File: src/rtl/cpu_pkg.sv
// cpu_pkg: shared fetch-stage types and constants (state encoding, XLEN, nop word)
package cpu_pkg;
  localparam int XLEN = 32;
  localparam logic [XLEN-1:0] NOP_INSTR = 32'h0;
  typedef enum logic [1:0] {FETCH = 2'd0, HOLD = 2'd1, DRAIN = 2'd2} state_t;
endpackage

File: src/rtl/if_next_pc.sv
// if_next_pc: redirect detect and target mux (branch_taken/branch_target, jump/jump_target -> redirect, target; branch wins)
module if_next_pc
  import cpu_pkg::*;
(
  input  logic            branch_taken,
  input  logic [XLEN-1:0] branch_target,
  input  logic            jump,
  input  logic [XLEN-1:0] jump_target,
  output logic            redirect,
  output logic [XLEN-1:0] target
);
  assign redirect = branch_taken | jump;
  assign target = branch_taken ? branch_target : jump_target;
endmodule

File: src/rtl/if_fetch_unit.sv
// if_fetch_unit: IF stage PC + imem req/ack fetch FSM feeding IF/ID (clk, rst_n, stall, branch/jump redirects, imem_req/addr/ack/rdata, PCPlus4_IF/Instr_IF/valid_IF); IF_PERF_CNT_EN adds perf_fetch_cnt/perf_stall_cnt/perf_redirect_cnt
module if_fetch_unit
  import cpu_pkg::*;
#(
  parameter logic [XLEN-1:0] RESET_PC = 32'h0000_0000,
  parameter logic [XLEN-1:0] PC_STEP  = 32'd4
) (
  input  logic            clk,
  input  logic            rst_n,
  input  logic            stall,
  input  logic            branch_taken,
  input  logic [XLEN-1:0] branch_target,
  input  logic            jump,
  input  logic [XLEN-1:0] jump_target,
  output logic            imem_req,
  output logic [XLEN-1:0] imem_addr,
  input  logic            imem_ack,
  input  logic [XLEN-1:0] imem_rdata,
  output logic [XLEN-1:0] PCPlus4_IF,
  output logic [XLEN-1:0] Instr_IF,
  output logic            valid_IF
`ifdef IF_PERF_CNT_EN
  ,
  output logic [31:0]     perf_fetch_cnt,
  output logic [31:0]     perf_stall_cnt,
  output logic [31:0]     perf_redirect_cnt
`endif
);
  state_t state, state_n;
  logic [XLEN-1:0] pc, pc_n, pc_inc, hold_instr, redirect_pc, target;
  logic redirect, in_fetch, in_hold, in_drain, ack, advance;
  if_next_pc u_next_pc (
    .branch_taken (branch_taken),
    .branch_target(branch_target),
    .jump         (jump),
    .jump_target  (jump_target),
    .redirect     (redirect),
    .target       (target)
  );
  always_comb begin
    in_hold = state == HOLD;
    in_drain = state == DRAIN;
    in_fetch = ~in_hold & ~in_drain;
    ack = imem_ack & ~in_hold;
    pc_inc = pc + PC_STEP;
    imem_req = ~in_hold;
    imem_addr = pc;
    valid_IF = ~redirect & (in_hold | (in_fetch & ack));
    Instr_IF = ~valid_IF ? NOP_INSTR : in_hold ? hold_instr : imem_rdata;
    PCPlus4_IF = pc_inc;
    advance = valid_IF & ~stall;
    state_n = in_hold  ? ((redirect | ~stall) ? FETCH : HOLD)
            : in_drain ? (ack ? FETCH : DRAIN)
            : ack      ? ((stall & ~redirect) ? HOLD : FETCH)
            : redirect ? DRAIN : FETCH;
    // a redirect seen while a fetch is still outstanding is parked in redirect_pc until the ack
    pc_n = (redirect & (in_hold | ack)) ? target
         : (in_drain & ack)             ? redirect_pc
         : advance                      ? pc_inc
         : pc;
  end
  always_ff @(posedge clk or negedge rst_n) begin
    if (!rst_n) begin
      state <= FETCH;
      pc <= RESET_PC;
      hold_instr <= NOP_INSTR;
      redirect_pc <= '0;
    end else begin
      state <= state_n;
      pc <= pc_n;
      if (in_fetch & ack) hold_instr <= imem_rdata;
      if (redirect) redirect_pc <= target;
    end
  end
`ifdef IF_PERF_CNT_EN
  always_ff @(posedge clk or negedge rst_n) begin
    if (!rst_n) begin
      perf_fetch_cnt <= '0;
      perf_stall_cnt <= '0;
      perf_redirect_cnt <= '0;
    end else begin
      perf_fetch_cnt <= perf_fetch_cnt + {31'd0, advance};
      perf_stall_cnt <= perf_stall_cnt + {31'd0, in_hold | (in_fetch & ~ack)};
      perf_redirect_cnt <= perf_redirect_cnt + {31'd0, redirect};
    end
  end
`endif
endmodule

File: config.mk
export PLATFORM = sky130hd
export DESIGN_NAME = if_fetch_unit
export DESIGN_NICKNAME = d
export VERILOG_FILES = /design/src/rtl/cpu_pkg.sv /design/src/rtl/if_next_pc.sv /design/src/rtl/if_fetch_unit.sv
export SDC_FILE = /design/constraint.sdc
export NUM_CORES = 1
export LEC_CHECK = 0
export CAP_MARGIN = 25
export CORE_MARGIN = 4
export CORE_UTILIZATION = 47
export CTS_CLUSTER_DIAMETER = 30
export DETAILED_ROUTE_END_ITERATION = 6
export GPL_TIMING_DRIVEN = 0
export PLACE_DENSITY = 0.82
export SLEW_MARGIN = 15
export SYNTH_ARGS = -nofsm -noshare
export SYNTH_HDL_FRONTEND = slang
export SYNTH_HIERARCHICAL = 1
export SYNTH_SLANG_ARGS = --single-unit
File: constraint.sdc
create_clock -name clk -period 2.3 [get_ports clk]
set_input_delay 0.46 -clock clk [delete_from_list [all_inputs] [get_ports clk]]
set_output_delay 0.46 -clock clk [all_outputs]
set_load 0.02 [all_outputs]
Yosys cells after proc, flatten, opt, wreduce, memory -nomap -nowiden
Cells that the tools add are included.

Bits of input ports: 102. Register bits after elaboration: 98. Logic and storage cells: 37.

Bitwise gates (word level): 16. Reduce and logical (&&, ||, !) cells: 1. $add $sub $neg: 1. Multiplexer cells: 13. Equality and inequality tests: 2.

Operators by type and width (number): $mux W32 (6); $add A32 B3 Y32 const B (1); $mux W2 (5); $and A1 B1 Y1 (8); $not A1 Y1 (4); $or A1 B1 Y1 (4); $reduce_bool A3 Y1 (1); $eq A2 B1 Y1 const B (1); $eq A2 B2 Y1 const B (1); $mux W1 (2).

Depth between registers and ports, before layout
Gate-level depths: netlist of run 1.

Depth after elaboration: 10. Depth in mapped cells: 10. Depth with buffers taken out: 7.

By module
Netlist of run 1, hierarchy kept.

Modules (own cells, without submodules): if_fetch_unit (area each 5415.2 sq um, cells each 502, times used 1, seq. area each 2452.4 sq um); if_next_pc (area each 546.8 sq um, cells each 37, times used 1, seq. area each 0.0 sq um).

Worst setup path after synthesis of run 1
Ideal clock, no wire load.

Kind: register to output. Start: reg pc[2], in the netlist imem_addr[2]. End: out PCPlus4_IF[30]. Path slack: -0.249 ns. Arrival time: 2.089 ns. Stages on the path, launching flop included: 7. Path buffers: 1. Cells stage by stage: dfrtp_1 -> ha_1 -> and4_1 -> clkbuf_1 -> nand3_1 -> or3_2 -> xnor2_1.

Word-level cells in the longest chain between the ends: 1.

RTL lines: start, declared (RTL line if_fetch_unit.sv:30) `logic [XLEN-1:0] pc, pc_n, pc_inc, hold_instr, redirect_pc, target;`; start signal, assigned (RTL line if_fetch_unit.sv:70) `pc <= pc_n;`; $add A32 B3 Y32 (RTL line if_fetch_unit.sv:45) `pc_inc = pc + PC_STEP;`; end, declared (RTL line if_fetch_unit.sv:19) `output logic [XLEN-1:0] PCPlus4_IF,`.

Every way passes these cells.

Final worst setup path of run 1
Start: reg pc[6], in the netlist imem_addr[6]. End: out PCPlus4_IF[14].

Same word-level chain as after synthesis.

==> impl_metrics.py, run 1 <==
metrics = {
    "cts": {
        "cts_tree": "built",
        "clockBufferDepth": 2,
        "clock_latency_ns": 0.36,
        "cts.sinks": 98,
        "clk_pin_slew_worst_paths_ns": 0.07,
        "cts_made_buffers": 9,
        "cts_root_buffer": "clkbuf_16",
        "cts_max_level": 3,
    },
    "detailed_routing": {
        "finalWirelength_mm": 28.5,
        "first_pass_iters": 6,
        "routed_via_density": 6.49,
        "vias": 6537,
        "ant_nets": 0,
        "wl_per_cell_um": 28.3,
        "drc": 0,
        "drtIter0Drc": 656,
    },
    "global_route": {
        "overflow": 0,
        "grt_pass1_wl_mm": 35.6,
        "antenna_found_initial": 0,
        "grt_max_degree": 73,
        "grtUsageTotal": 0.317,
        "grt_pass1_vias": 6392,
    },
    "synthesis": {
        "synthAdderAreaFrac": 0.00630,
        "ys.flop_type": "dfrtp_1",
        "synth_mux_area_frac": 0.262,
        "synth_top_family_by_area": "multiplexers",
        "ys_seq_elements": 98,
        "yosys-top-cells-area": "dfrtp_1 41%, mux2_2 13%, mux2_4 7.3%",
        "yosys.area_share.simple": 0.119,
        "yosys_warnings": 6,
        "yosys-top-cells-count": "98 x dfrtp_1, 67 x mux2_2, 48 x nor2_1, 37 x mux2i_1, 29 x mux2_4",
        "synth_top_area_frac": 0.411,
        "synthCells": 539,
        "netlist.top_cell.by_area": "dfrtp_1",
        "async_flop_share": 1.00,
        "avgSynthCellArea_um2": 11.1,
        "syn_area_um2": 5960,
        "ys_seq_area_frac": 0.411,
        "synth_edf_count": 0,
        "synth-xor-area-share": 0.0411,
        "synth_compound_area_frac": 0.115,
        "syn-num-nets": 644,
        "yosysMostFrequentCell": "dfrtp_1",
        "ys_types": 67,
    },
    "critical_path": {
        "critPathLaunchType": "flop",
        "cp_data_arrival_time_ns": 2.15,
        "crit_end": "PCPlus4_IF[14]",
        "path_class": "flop to output port",
        "reg2reg_depth": 8,
        "startpoint": "imem_addr[6]",
        "r2r-start": "state[1]",
        "path_max_fanout": 9,
        "end_kind": "output port",
        "reg2reg_setup_slack_ns": -0.19,
        "cp.required_ns": 1.84,
        "r2r-end": "imem_addr[3]",
    },
    "floorplanning": {
        "die_h_um": 121,
        "core_area_um2": 12200,
        "io_pins": 200,
        "row_count": 40,
        "die_w_um": 121,
        "start_util": 0.488,
        "die_area_um2": 14600,
    },
    "sta": {
        "fin_skew_ns": 0.00959,
        "min_period_ns": 2.61,
        "finalHoldViolations": 0,
        "setup_viol": 77,
        "max-slew-margin-rel": 0.493,
        "finalCritPeriodShare": 1.13,
        "rsz0062_at_grt": "true",
        "finalWorstSetupSlack_ns": -0.305,
        "timing.hold.ws_ns": 0.513,
        "drv_slew": 0,
        "max_freq_mhz": 384,
        "tightestPinTransition_ns": 0.761,
    },
    "run": {
        "max-cap-violations": 0,
    },
    "power_and_ir_drop": {
        "p_leak_nw": 4.42,
        "p_total_mw": 6.50,
        "ir_drop_mv": 0.453,
        "powerDensity_nw_per_um2": 613,
    },
    "final_layout": {
        "drive_gt1_frac": 0.534,
        "area.growth.synth_to_final_pct": 77.7,
        "diodes": 0,
        "utilization": 0.867,
        "layout.nets": 941,
        "fill_cells": 558,
    },
    "place": {
        "dpl.hpwl_mm": 13.8,
        "io_buffers": 198,
        "place_congestion": 0.895,
    },
    "status": {
        "violations": "setup timing",
        "status": "finished, violations left",
    },
    "min_path": {
        "hold_class": "flop to flop",
    },
}
## sequential cells by signal (all words and copies together), names as in the netlist
| register | cells |
|---|---|
| hold_instr | 32 |
| state | 2 |
| imem_addr | 32 |
| redirect_pc | 32 |
## how the worst min path moves through the flow
stage	start	endpoint	slack [ns]	depth (start not counted)
2_1_floorplan	rst_n	hold_instr[0]	0.16	0
3_3_place_gp	redirect_pc[0]	imem_addr[0]	0.48	2
3_5_place_dp	rst_n	redirect_pc[6]	0.34	1
4_1_cts	redirect_pc[6]	redirect_pc[6]	0.51	1
5_1_grt	redirect_pc[7]	redirect_pc[7]	0.53	1
6_report	redirect_pc[7]	redirect_pc[7]	0.51	1
## layout make-up
class / instances / area [um^2] / share of cell area
multi-input combinational: 392 / 4290 / 0.405
timing repair buffer: 295 / 2970 / 0.281
tap: 168 / 210 / 0.0198
sequential: 98 / 2480 / 0.234
buffer: 33 / 373 / 0.0352
clock inverter: 1 / 5.00 / 0.000472
inverter: 7 / 26.3 / 0.00248
clock buffer: 13 / 240 / 0.0227
## stage by stage
stage               cell area (um^2)  TNS, ns  setup slack, ns  std cells
global route                   10600   -13.29           -0.340       1007
floorplan                       6270  -0.0200          -0.0200        539
global placement                8460  -343.50            -3.27        905
detailed placement              8490   -61.44           -0.924        906
finish                         10600   -10.94           -0.305       1007
CTS                            10100    -4.92           -0.297        979
## cell families (layout without fill, tap and decap cells)
family | Yosys count | after routing
compound gates | 92 | 92
xor+xnor | 28 | 28
fa+ha+maj | 3 | 3
buf+inv | 49 | 349
flops | 98 | 98
mux | 133 | 133
simple gates | 136 | 136
## report_power, final
| group | total (mW) | switching, mW | internal, mW | leakage, nW |
|---|---|---|---|---|
| clock network | 1.41 | 0.684 | 0.724 | 0.120 |
| registers | 2.32 | 0.302 | 2.02 | 1.13 |
| logic | 2.77 | 1.40 | 1.37 | 3.17 |
| total | 6.50 | 2.39 | 4.11 | 4.42 |
## worst max-delay path, cell delays in order, from the launching register on
cell	delay, ns
dfrtp_1	0.37
buf_4	0.23
and4_4	0.33
buf_6	0.12
and2_4	0.19
nand3_4	0.10
xnor2_2	0.25
buf_4	0.20
## placed cells by master (no fill, tap or decap), types with 6 or more instances in the layout
| master | count |
|---|---|
| clkdlybuf4s50_1 | 133 |
| buf_4 | 84 |
| dfrtp_1 | 78 |
| mux2_2 | 67 |
| buf_6 | 59 |
| nor2_4 | 35 |
| mux2_4 | 29 |
| mux2i_4 | 26 |
| nand2_1 | 21 |
| dfrtp_2 | 20 |
| o21ai_0 | 18 |
| clkbuf_16 | 15 |
| buf_12 | 14 |
| nor2_1 | 13 |
| nand3_1 | 10 |
| xnor2_2 | 10 |
| a22oi_1 | 10 |
| xor2_1 | 8 |
| a21oi_1 | 7 |
| mux2i_1 | 7 |
| buf_2 | 7 |
| a22o_1 | 7 |
| nand4_1 | 6 |
## routing by layer
metal / GRT usage / up-vias / part of all wire
met1: 0.382 / 3212 / 0.33
met5: 0 / - / 0
li1: - / 2579 / -
met3: 0.0533 / 198 / 0.098
met2: 0.539 / 548 / 0.50
met4: 0.178 / 0 / 0.077
## repair_timing
action,CTS,global route
gates cloned,7,0
resized for setup,487,88
pin swaps,41,52
setup endpoints to repair,102,90
hold buffers,1,0
endpoints found under the hold margin,26,0
setup buffers,57,35
No activity file was read; power rests on OpenSTA's default activity.
==> run 2, diff against run 1 <==
- CORE_UTILIZATION: 47 -> 48
- CTS_BUF_LIST: not set -> sky130_fd_sc_hd__clkbuf_8
- PLACE_DENSITY: 0.82 -> 0.84
==> impl_metrics.py, run 2 (same netlist as run 1, synthesis figures left out) <==
metrics = {
    "status": {
        "status": "finished, violations left",
        "violations": "setup timing",
    },
    "place": {
        "dp_worst_setup_slack_ns": -0.941,
        "place_inst": 906,
        "io_buffers": 198,
        "place_congestion": 0.897,
        "dpl.hpwl_mm": 13.6,
    },
    "global_route": {
        "grtUsageTotal": 0.341,
        "antenna_found_initial": 3,
        "grt_max_degree": 75,
        "grt_pass1_wl_mm": 37.8,
        "overflow": 0,
        "grt_pass1_vias": 6740,
    },
    "cts": {
        "clockBufferDepth": 2,
        "cts_root_buffer": "clkbuf_8",
        "clock_latency_ns": 0.43,
        "cts_max_level": 3,
        "cts.sinks": 98,
        "cts_tree": "built",
        "cts_made_buffers": 9,
        "clk_pin_slew_worst_paths_ns": 0.14,
    },
    "detailed_routing": {
        "finalWirelength_mm": 31.4,
        "vias": 7021,
        "wl_per_cell_um": 30.4,
        "drc": 0,
        "ant_nets": 0,
        "routed_via_density": 6.79,
        "drtIter0Drc": 1278,
        "first_pass_iters": 7,
    },
    "sta": {
        "min_period_ns": 2.96,
        "finalWorstSetupSlack_ns": -0.659,
        "timing.hold.ws_ns": 0.503,
        "finalCritPeriodShare": 1.29,
        "rsz0062_at_grt": "true",
        "setup_tns_ns": -17.31,
        "tightestPinTransition_ns": 0.862,
        "max_freq_mhz": 338,
        "drv_slew": 0,
        "setup_viol": 84,
        "fin_skew_ns": 0.0420,
        "max-slew-margin-rel": 0.426,
        "finalHoldViolations": 0,
    },
    "critical_path": {
        "crit_end": "PCPlus4_IF[28]",
        "path_max_fanout": 6,
        "worst_path_most_repeated_cell": "buf_4",
        "startpoint": "imem_addr[19]",
        "r2r-start": "state[1]",
        "slowest_stage": "dfrtp_2",
        "reg2reg_setup_slack_ns": -0.18,
        "cp_data_arrival_time_ns": 2.50,
        "critPathLaunchType": "flop",
        "path_buf_inv": 2,
        "cp.required_ns": 1.84,
        "cp.depth": 6,
        "end_kind": "output port",
        "path_class": "flop to output port",
        "path_delay_family": "simple AND/OR/NAND/NOR gates",
        "critPathMaxStageDelay_ns": 0.43,
        "r2r-end": "imem_addr[21]",
        "path_cells": "and3_1 -> nand4_4 -> buf_4 -> nor3_2 -> xor2_1 -> buf_4",
        "reg2reg_depth": 10,
    },
    "floorplanning": {
        "die_h_um": 119,
        "die_w_um": 119,
        "start_util": 0.494,
        "core_area_um2": 12100,
        "io_pins": 200,
        "die_area_um2": 14300,
        "row_count": 40,
    },
    "power_and_ir_drop": {
        "ir_drop_mv": 0.522,
        "p_total_mw": 6.63,
        "p_leak_nw": 4.54,
        "powerDensity_nw_per_um2": 610,
    },
    "min_path": {
        "hold_class": "input port to flop",
    },
    "final_layout": {
        "final_common_cell": "clkdlybuf4s50_1",
        "area.growth.synth_to_final_pct": 82.3,
        "layout_common_cells": "134 x clkdlybuf4s50_1, 91 x buf_4, 76 x buf_6, 76 x dfrtp_1, 67 x mux2_2",
        "drive_gt1_frac": 0.551,
        "layout.nets": 964,
        "fill_cells": 424,
        "final_cells": 1034,
    },
    "run": {
        "max-cap-violations": 0,
    },
}
-- run 2: cell type report --
| type | count | area, um^2 | share of cell area |
|---|---|---|---|
| clock inverters | 6 | 82.6 | 0.00760 |
| flip-flops and latches | 98 | 2480 | 0.228 |
| multi-input cells | 393 | 4300 | 0.396 |
| clock buffers | 10 | 138 | 0.0127 |
| plain buffers | 33 | 377 | 0.0347 |
| repair buffers | 317 | 3240 | 0.298 |
| well taps | 168 | 210 | 0.0193 |
| diodes | 2 | 5.00 | 0.000461 |
| inverters | 7 | 31.3 | 0.00288 |
-- run 2: where the power goes --
| group | internal, mW | leakage [nW] | switching [mW] | total (mW) |
|---|---|---|---|---|
| clock | 0.639 | 0.117 | 0.728 | 1.37 |
| sequential | 2.01 | 1.13 | 0.313 | 2.33 |
| combinational | 1.42 | 3.30 | 1.51 | 2.93 |
| total | 4.07 | 4.54 | 2.55 | 6.63 |
-- run 2: tightest hold or removal path: stages --
cell	delay, ns
buf_6	0.12
mux2_2	0.18
nand2_1	0.06
nand2_1	0.06
-- run 2: how the worst min path moves through the flow --
stage                      to  cells after the start      startpoint  slack, ns
5_1_grt        redirect_pc[1]                      1  redirect_pc[1]       0.52
6_report         imem_addr[0]                      4    branch_taken       0.50
4_1_cts        redirect_pc[6]                      2           rst_n       0.50
3_5_place_dp   redirect_pc[6]                      1           rst_n       0.33
2_1_floorplan   hold_instr[0]                      0           rst_n       0.16
3_3_place_gp     imem_addr[0]                      2  redirect_pc[0]       0.48
-- run 2: per-layer routing --
layer  share of wire  track usage
met5         0.00022            0
met4           0.083        0.200
met3            0.12       0.0726
met2            0.47        0.579
met1            0.33        0.396
-- run 2: timing repair --
item,CTS,global route
endpoints found under the setup margin,93,90
setup buffers,71,45
hold buffers,1,0
gates cloned,7,1
pin swaps,47,46
hold endpoints to repair,24,0
gates resized for setup,506,115
-- run 2: stage by stage --
step	instance area, um^2	utilization
after floorplan	6270	-
after global placement	8460	0.702
after detailed placement	8490	0.704
after CTS	10200	0.846
after global routing	10900	0.901
final	10900	0.901
==> run 3, diff against run 2 <==
- CORE_ASPECT_RATIO: not set -> 0.7
==> impl_metrics.py, run 3 (same netlist as run 1, synthesis figures left out) <==
metrics = {
    "place": {
        "io_buffers": 198,
        "place_congestion": 0.928,
        "dpl.hpwl_mm": 14.0,
        "dp_worst_setup_slack_ns": -0.928,
        "place_inst": 895,
        "place_area_um2": 8480,
    },
    "critical_path": {
        "end_kind": "output port",
        "reg2reg_setup_slack_ns": -0.09,
        "reg2reg_depth": 10,
        "path_class": "flop to output port",
        "r2r-end": "imem_addr[21]",
        "cp_data_arrival_time_ns": 2.26,
        "cp.required_ns": 1.84,
        "path_max_fanout": 4,
        "critPathLaunchType": "flop",
        "r2r-start": "state[1]",
    },
    "sta": {
        "finalCritPeriodShare": 1.18,
        "fin_skew_ns": 0.0222,
        "setup_viol": 72,
        "drv_slew": 0,
        "tightestPinTransition_ns": 0.840,
        "max_freq_mhz": 367,
        "finalHoldViolations": 0,
        "max-slew-margin-rel": 0.440,
        "min_period_ns": 2.72,
        "finalWorstSetupSlack_ns": -0.423,
        "rsz0062_at_grt": "true",
    },
    "final_layout": {
        "diodes": 0,
        "final_common_cell": "clkdlybuf4s50_1",
        "drive_gt1_frac": 0.555,
        "finalInstanceArea_um2": 10700,
        "utilization": 0.898,
        "final_cells": 1019,
        "layout_common_cells": "134 x clkdlybuf4s50_1, 98 x buf_4, 77 x dfrtp_1, 73 x buf_6, 67 x mux2_2",
        "layout.nets": 962,
        "area.growth.synth_to_final_pct": 79.8,
    },
    "floorplanning": {
        "die_area_um2": 14300,
        "row_count": 33,
        "core_area_um2": 11900,
        "die_w_um": 141,
        "die_h_um": 101,
        "start_util": 0.500,
        "io_pins": 200,
    },
    "power_and_ir_drop": {
        "power_frac_comb": 0.449,
        "powerDensity_nw_per_um2": 595,
        "p_leak_nw": 4.50,
        "internal-power_mw": 3.92,
        "p_total_mw": 6.38,
        "ir_drop_mv": 0.408,
        "seqPwrFrac": 0.363,
        "clockPowerShare": 0.188,
        "p_sw_frac": 0.386,
        "switching_power_mw": 2.46,
    },
    "detailed_routing": {
        "drc": 0,
        "drtIter0Drc": 838,
        "wl_per_cell_um": 29.0,
        "ant_nets": 0,
        "routed_via_density": 6.70,
        "first_pass_iters": 6,
        "vias": 6827,
        "finalWirelength_mm": 29.5,
    },
    "min_path": {
        "hold_class": "input port to flop",
        "min-delay-start": "branch_taken",
        "holdPathEnd": "imem_addr[0]",
        "hold_path_depth": 4,
    },
    "cts": {
        "clockBufferDepth": 2,
        "cts.sinks": 98,
        "cts_root_buffer": "clkbuf_8",
        "clock_latency_ns": 0.40,
        "cts_max_level": 3,
        "cts_made_buffers": 9,
        "clk_pin_slew_worst_paths_ns": 0.10,
        "cts_tree": "built",
    },
    "global_route": {
        "antenna_found_initial": 1,
        "overflow": 0,
        "grt_pass1_wl_mm": 36.7,
        "grt_pass1_vias": 6666,
        "grt_max_degree": 60,
        "grtUsageTotal": 0.330,
    },
    "status": {
        "status": "finished, violations left",
        "violations": "setup timing",
    },
    "run": {
        "max-cap-violations": 0,
    },
}
## run 3: changes by cell type in the layout (fill, tap and decap cells not counted), sizes merged
cell,delta
clkinv,-1
or4b,+1
diode,-2
clkdlybuf4s15,+1
or2,-1
clkinvlp,+2
bufinv,-1
dlygate4sd2,-2
clkbuf,+3
buf,-5
inv,+1
## run 3: per-layer routing
| metal | vias up | GRT usage | routed length [um] | share of wire |
|---|---|---|---|---|
| met2 | 694 | 0.547 | 13300 | 0.45 |
| met3 | 233 | 0.0755 | 3510 | 0.12 |
| li1 | 2621 | - | - | - |
| met5 | - | 0 | 12 | 0.00041 |
| met1 | 3277 | 0.407 | 10600 | 0.36 |
| met4 | 2 | 0.175 | 2100 | 0.071 |
## run 3: worst max-delay path by stage
stage,from,to,slack [ns],cells past startpoint
6_report,imem_addr[9],PCPlus4_IF[31],-0.42,6
5_1_grt,imem_addr[13],PCPlus4_IF[31],-0.43,6
4_1_cts,imem_addr[25],PCPlus4_IF[31],-0.33,5
3_5_place_dp,imem_ack,Instr_IF[25],-0.93,8
3_3_place_gp,rst_n,imem_addr[23],-3.28,1
2_1_floorplan,imem_addr[2],PCPlus4_IF[30],-0.02,6
## run 3: metrics by stage
| stage | hold WS (ns) | setup TNS (ns) |
|---|---|---|
| floorplan | 0.164 | -0.0200 |
| global placement | 0.479 | -346.14 |
| detailed placement | 0.395 | -63.62 |
| CTS | 0.505 | -7.72 |
| global route | 0.511 | -14.89 |
| finish | 0.502 | -13.71 |
## run 3: power groups by stage
stage | registers, mW | logic (mW) | clock network (mW)
final | 2.32 | 2.87 | 1.20
after global routing | 2.33 | 2.93 | 1.25
after floorplan | 2.38 | 1.01 | 0
after global placement | 2.29 | 2.00 | 0
after CTS | 2.25 | 2.47 | 1.14
after detailed placement | 2.31 | 2.06 | 0
## run 3: area by class of cell
type / count / area, um^2
clock inverter: 7 / 68.8
clock buffer: 9 / 124
inverter: 7 / 28.8
tap: 157 / 196
buffer: 31 / 317
sequential: 98 / 2480
multi-input combinational: 393 / 4340
fill: 426 / 1210
timing repair buffer: 317 / 3170
## run 3: worst max-delay path, stage by stage, from the launching register on
cell and delay (ns):
dfrtp_1 0.43, and3_4 0.27, nand4_4 0.15, buf_6 0.16, or4_4 0.54, xnor2_4 0.19, buf_6 0.13
## run 3: what timing repair did
item                                   in CTS  in global routing
resized for setup                         510                101
endpoints found under the hold margin      39                  0
pin swaps                                  42                 42
gates cloned                                4                  3
buffers inserted                           74                 43
setup endpoints to repair                  92                 90
hold buffers                                1                  0
==> variant 1, RTL diff (flow settings as in run 1) <==
Change the package constant `XLEN` from 32 to 24.
--- a/src/rtl/cpu_pkg.sv
+++ b/src/rtl/cpu_pkg.sv
@@ -2,3 +2,3 @@
 package cpu_pkg;
-  localparam int XLEN = 32;
+  localparam int XLEN = 24;
   localparam logic [XLEN-1:0] NOP_INSTR = 32'h0;
Ports: changed (6 resized); port bits go from 200 to 152. No check against the original RTL was run, so the function may have changed too.
==> variant 1 against run 1 <==
The flow still finishes with violations (negative setup slack); synthesized cell count down 17%; combinational power down 25%; core utilization down 2.8 points; worst setup slack better by 51 ps; sequential cell count down 24; critical path depth down 1; fmax up 2.0%; area after synthesis down 22%; wire length down 27%; first-iteration DRC count up 32%; cell area down 25%; power down 23%.
==> variant 1: results (changes against run 1) <==
- Net total in the final layout: 750 (was 941)
- Wire length after detailed routing: 20800 um (was 28500 um)
- Slowest-stage cell, CP: dfrtp_2 (was dfrtp_1)
- Max Fanout on Critical Path: 5 (was 9)
- GRT met1 Usage: 36.6% (was 38.2%)
- Adder-Cell Fraction of Synth Area: 0.812% (was 0.630%)
- Setup-failing EPs final: 28 (was 77)
- Sequential fraction of the synthesis area: 40.0% (was 41.1%)
- Number of optimization iterations in the first detailed-route pass: 7 (was 6)
- Layout clock area frac: 2.60% (was 2.32%)
- Worst hold path type: in -> async (was reg -> reg)
- Violated checks: negative setup slack (unchanged)
- Count of buffers from port buffering: 150 (was 198)
- Syn_nets: 527 (was 644)
- Number of filler instances in the final layout: 430 (was 558)
- Met2 track utilization from global routing: 55.5% (was 53.9%)
- FF+latch count: 74 (was 98)
- DRT iter0 DRCs: 869 (was 656)
- Overall Global Routing Usage: 32.2% (was 31.7%)
- Outcome: finished, violations left (unchanged)
- Setup TNS Final: -2780 ps (was -10940 ps)
- Met3 track utilization from global routing: 7.53% (was 5.33%)
- Switching power as a share of total power: 37.6% (was 36.8%)
- Share of post-route cells with drive strength above 1: 48.2% (was 53.4%)
- #MultiIn Comb: 332 (was 392)
- Fraction of area in non-clock buffers: 30.2% (was 31.6%)
- Worst Slack Setup Final: -254 ps (was -305 ps)
## variant 1: cell count changes after synthesis, moves of 5 or more
| cell | delta |
|---|---|
| mux2_2 | -14 |
| mux2_4 | -10 |
| nand2_1 | +5 |
| and3_1 | -5 |
| a21oi_1 | +9 |
| o21ai_0 | +8 |
| buf_1 | -5 |
| mux2i_1 | -10 |
| a22oi_1 | -6 |
| a22o_1 | -6 |
| dfrtp_1 | -24 |
## variant 1: path summary, 6_finish.rpt
kind	slack, ps	endpoint	startpoint	cells past startpoint
max	-250	PCPlus4_IF[16]	imem_addr[7]	6
min	40	imem_addr[5]	rst_n	1
max reg2reg	-160	imem_addr[19]	imem_addr[7]	12
min reg2reg	500	redirect_pc[0]	redirect_pc[0]	1
max in group asynchronous	1660	imem_addr[13]	rst_n	2
min in group clk	500	redirect_pc[0]	redirect_pc[0]	1
## variant 1: what timing repair did
item	CTS	global route
gates cloned	5	0
setup buffers	38	22
endpoints found under the setup margin	84	62
pin swaps	19	26
endpoints found under the hold margin	0	0
gates resized for setup	338	69
==> variant 2, RTL diff (settings of run 1) <==
Made on the original files. Re-encode `state_t` (3 states) as one-hot, 3 bits wide.
--- a/src/rtl/cpu_pkg.sv
+++ b/src/rtl/cpu_pkg.sv
@@ -4,3 +4,3 @@
   localparam logic [XLEN-1:0] NOP_INSTR = 32'h0;
-  typedef enum logic [1:0] {FETCH = 2'd0, HOLD = 2'd1, DRAIN = 2'd2} state_t;
+  typedef enum logic [2:0] {FETCH = 3'b001, HOLD = 3'b010, DRAIN = 3'b100} state_t;
 endpackage
Check against the original RTL: same outputs for any inputs over 10 cycles, from zero or initial values and one cycle with rst_n low; not proved beyond that.
==> variant 2 against run 1 <==
Wire length decreased by 19%; cell area decreased by 4.2%; critical endpoint is now PCPlus4_IF[12]; area after synthesis increased by 3.8%; largest power group unchanged; the flow still finishes with violations (negative setup slack); first-iteration DRC count decreased by 2.6%; power increased by 1.7%; sequential cell count increased by 1; global-route usage decreased by 2.8 points; core utilization decreased by 7.3 points; cell count increased by 8.0%; worst setup slack got worse by 5.1 ps; critical path depth increased by 1; via count decreased by 1.6%; combinational power decreased by 3%.
==> variant 2: results (changes against run 1) <==
- Outcome: finished, violations left (unchanged)
- Violated checks: negative setup slack (unchanged)
- Number of filler instances in the final layout: 722 (was 558)
- Met1 wire length: 8570 um (was 9360 um)
- XOR/XNOR share of the synthesized area: 4.10% (was 4.11%)
- DRT iter0 DRCs: 639 (was 656)
- Avg WL per Cell: 21.3 um (was 28.3 um)
- Final cell count without fillers: 1088 (was 1007)
- Worst Slack Setup Final: -310 ps (was -305 ps)
- Vias after detailed routing: 6435 (was 6537)
- Max Fanout on Critical Path: 4 (was 9)
- Setup-failing EPs final: 55 (was 77)
- Fin Clk Skew: 12.9 ps (was 9.59 ps)
- Number of optimization iterations in the first detailed-route pass: 5 (was 6)
- Syn_nets: 734 (was 644)
- Static power due to leakage: 4.37 nW (was 4.42 nW)
- Mux cell area share after synthesis: 19.9% (was 26.2%)
- Setup Slack @ Placement: -801 ps (was -924 ps)
- Net total in the final layout: 1014 (was 941)
- Setup TNS Final: -9760 ps (was -10940 ps)
- Internal: 0.00428 W (was 0.00411 W)
- Worst slew pin tran: 686 ps (was 761 ps)
- Share of post-route cells with drive strength above 1: 42.9% (was 53.4%)
- Met2 track utilization from global routing: 49.7% (was 53.9%)
- Placed instance area: 0.00886 mm^2 (was 0.00849 mm^2)
- Met3 track utilization from global routing: 5.21% (was 5.33%)
- Wire length on met3: 2020 um (was 2800 um)
-- variant 2: cell types whose count changed in the layout (fill, tap and decap cells not counted), moves of 17 or more --
cell,delta
nor2_1,+17
nand2_1,+67
mux2i_4,-26
nor2_4,-32
a21oi_4,+30
a21oi_1,+17
-- variant 2: timing repair --
item	CTS	global route
hold buffers	1	0
cloned	5	0
pin swaps	24	22
setup endpoints to repair	106	83
hold endpoints to repair	19	0
gates resized for setup	389	76
buffers inserted	40	27
-- variant 2: cell type report --
cell class / instances / area (um^2) / area share [%]
clock inverters: 5 / 61.3 / 0.604
flip-flops and latches: 99 / 2500 / 24.6
well taps: 172 / 215 / 2.12
repair buffers: 272 / 2610 / 25.7
plain buffers: 46 / 419 / 4.13
inverters: 11 / 41.3 / 0.407
multi-input cells: 472 / 4050 / 39.9
clock buffers: 11 / 253 / 2.49
-- variant 2: path summary, 6_finish.rpt --
path / start / to / slack (ps)
max: imem_addr[5] / PCPlus4_IF[12] / -310
min: hold_instr[19] / hold_instr[19] / 510
min reg2reg: hold_instr[19] / hold_instr[19] / 510
min in group asynchronous: rst_n / hold_instr[22] / 530
max in group asynchronous: rst_n / imem_addr[7] / 1090
max reg2reg: state[2] / imem_addr[30] / -30
-- variant 2: worst reg2reg max path, stage by stage, from the launching register on --
cell	delay, ps
dfrtp_1	370
buf_4	180
nor3b_4	310
buf_6	160
o21ai_0	100
clkbuf_1	310
and3_1	290
a21oi_1	290
o221ai_1	180
-- variant 2: power groups by stage --
stage          sequential, W  combinational (W)  clock (W)
2_1_floorplan        0.00239            0.00110          0
3_3_place_gp         0.00232            0.00218          0
3_5_place_dp         0.00233            0.00222          0
4_1_cts              0.00229            0.00244    0.00160
5_1_grt              0.00234            0.00283    0.00168
6_report             0.00231            0.00268    0.00161
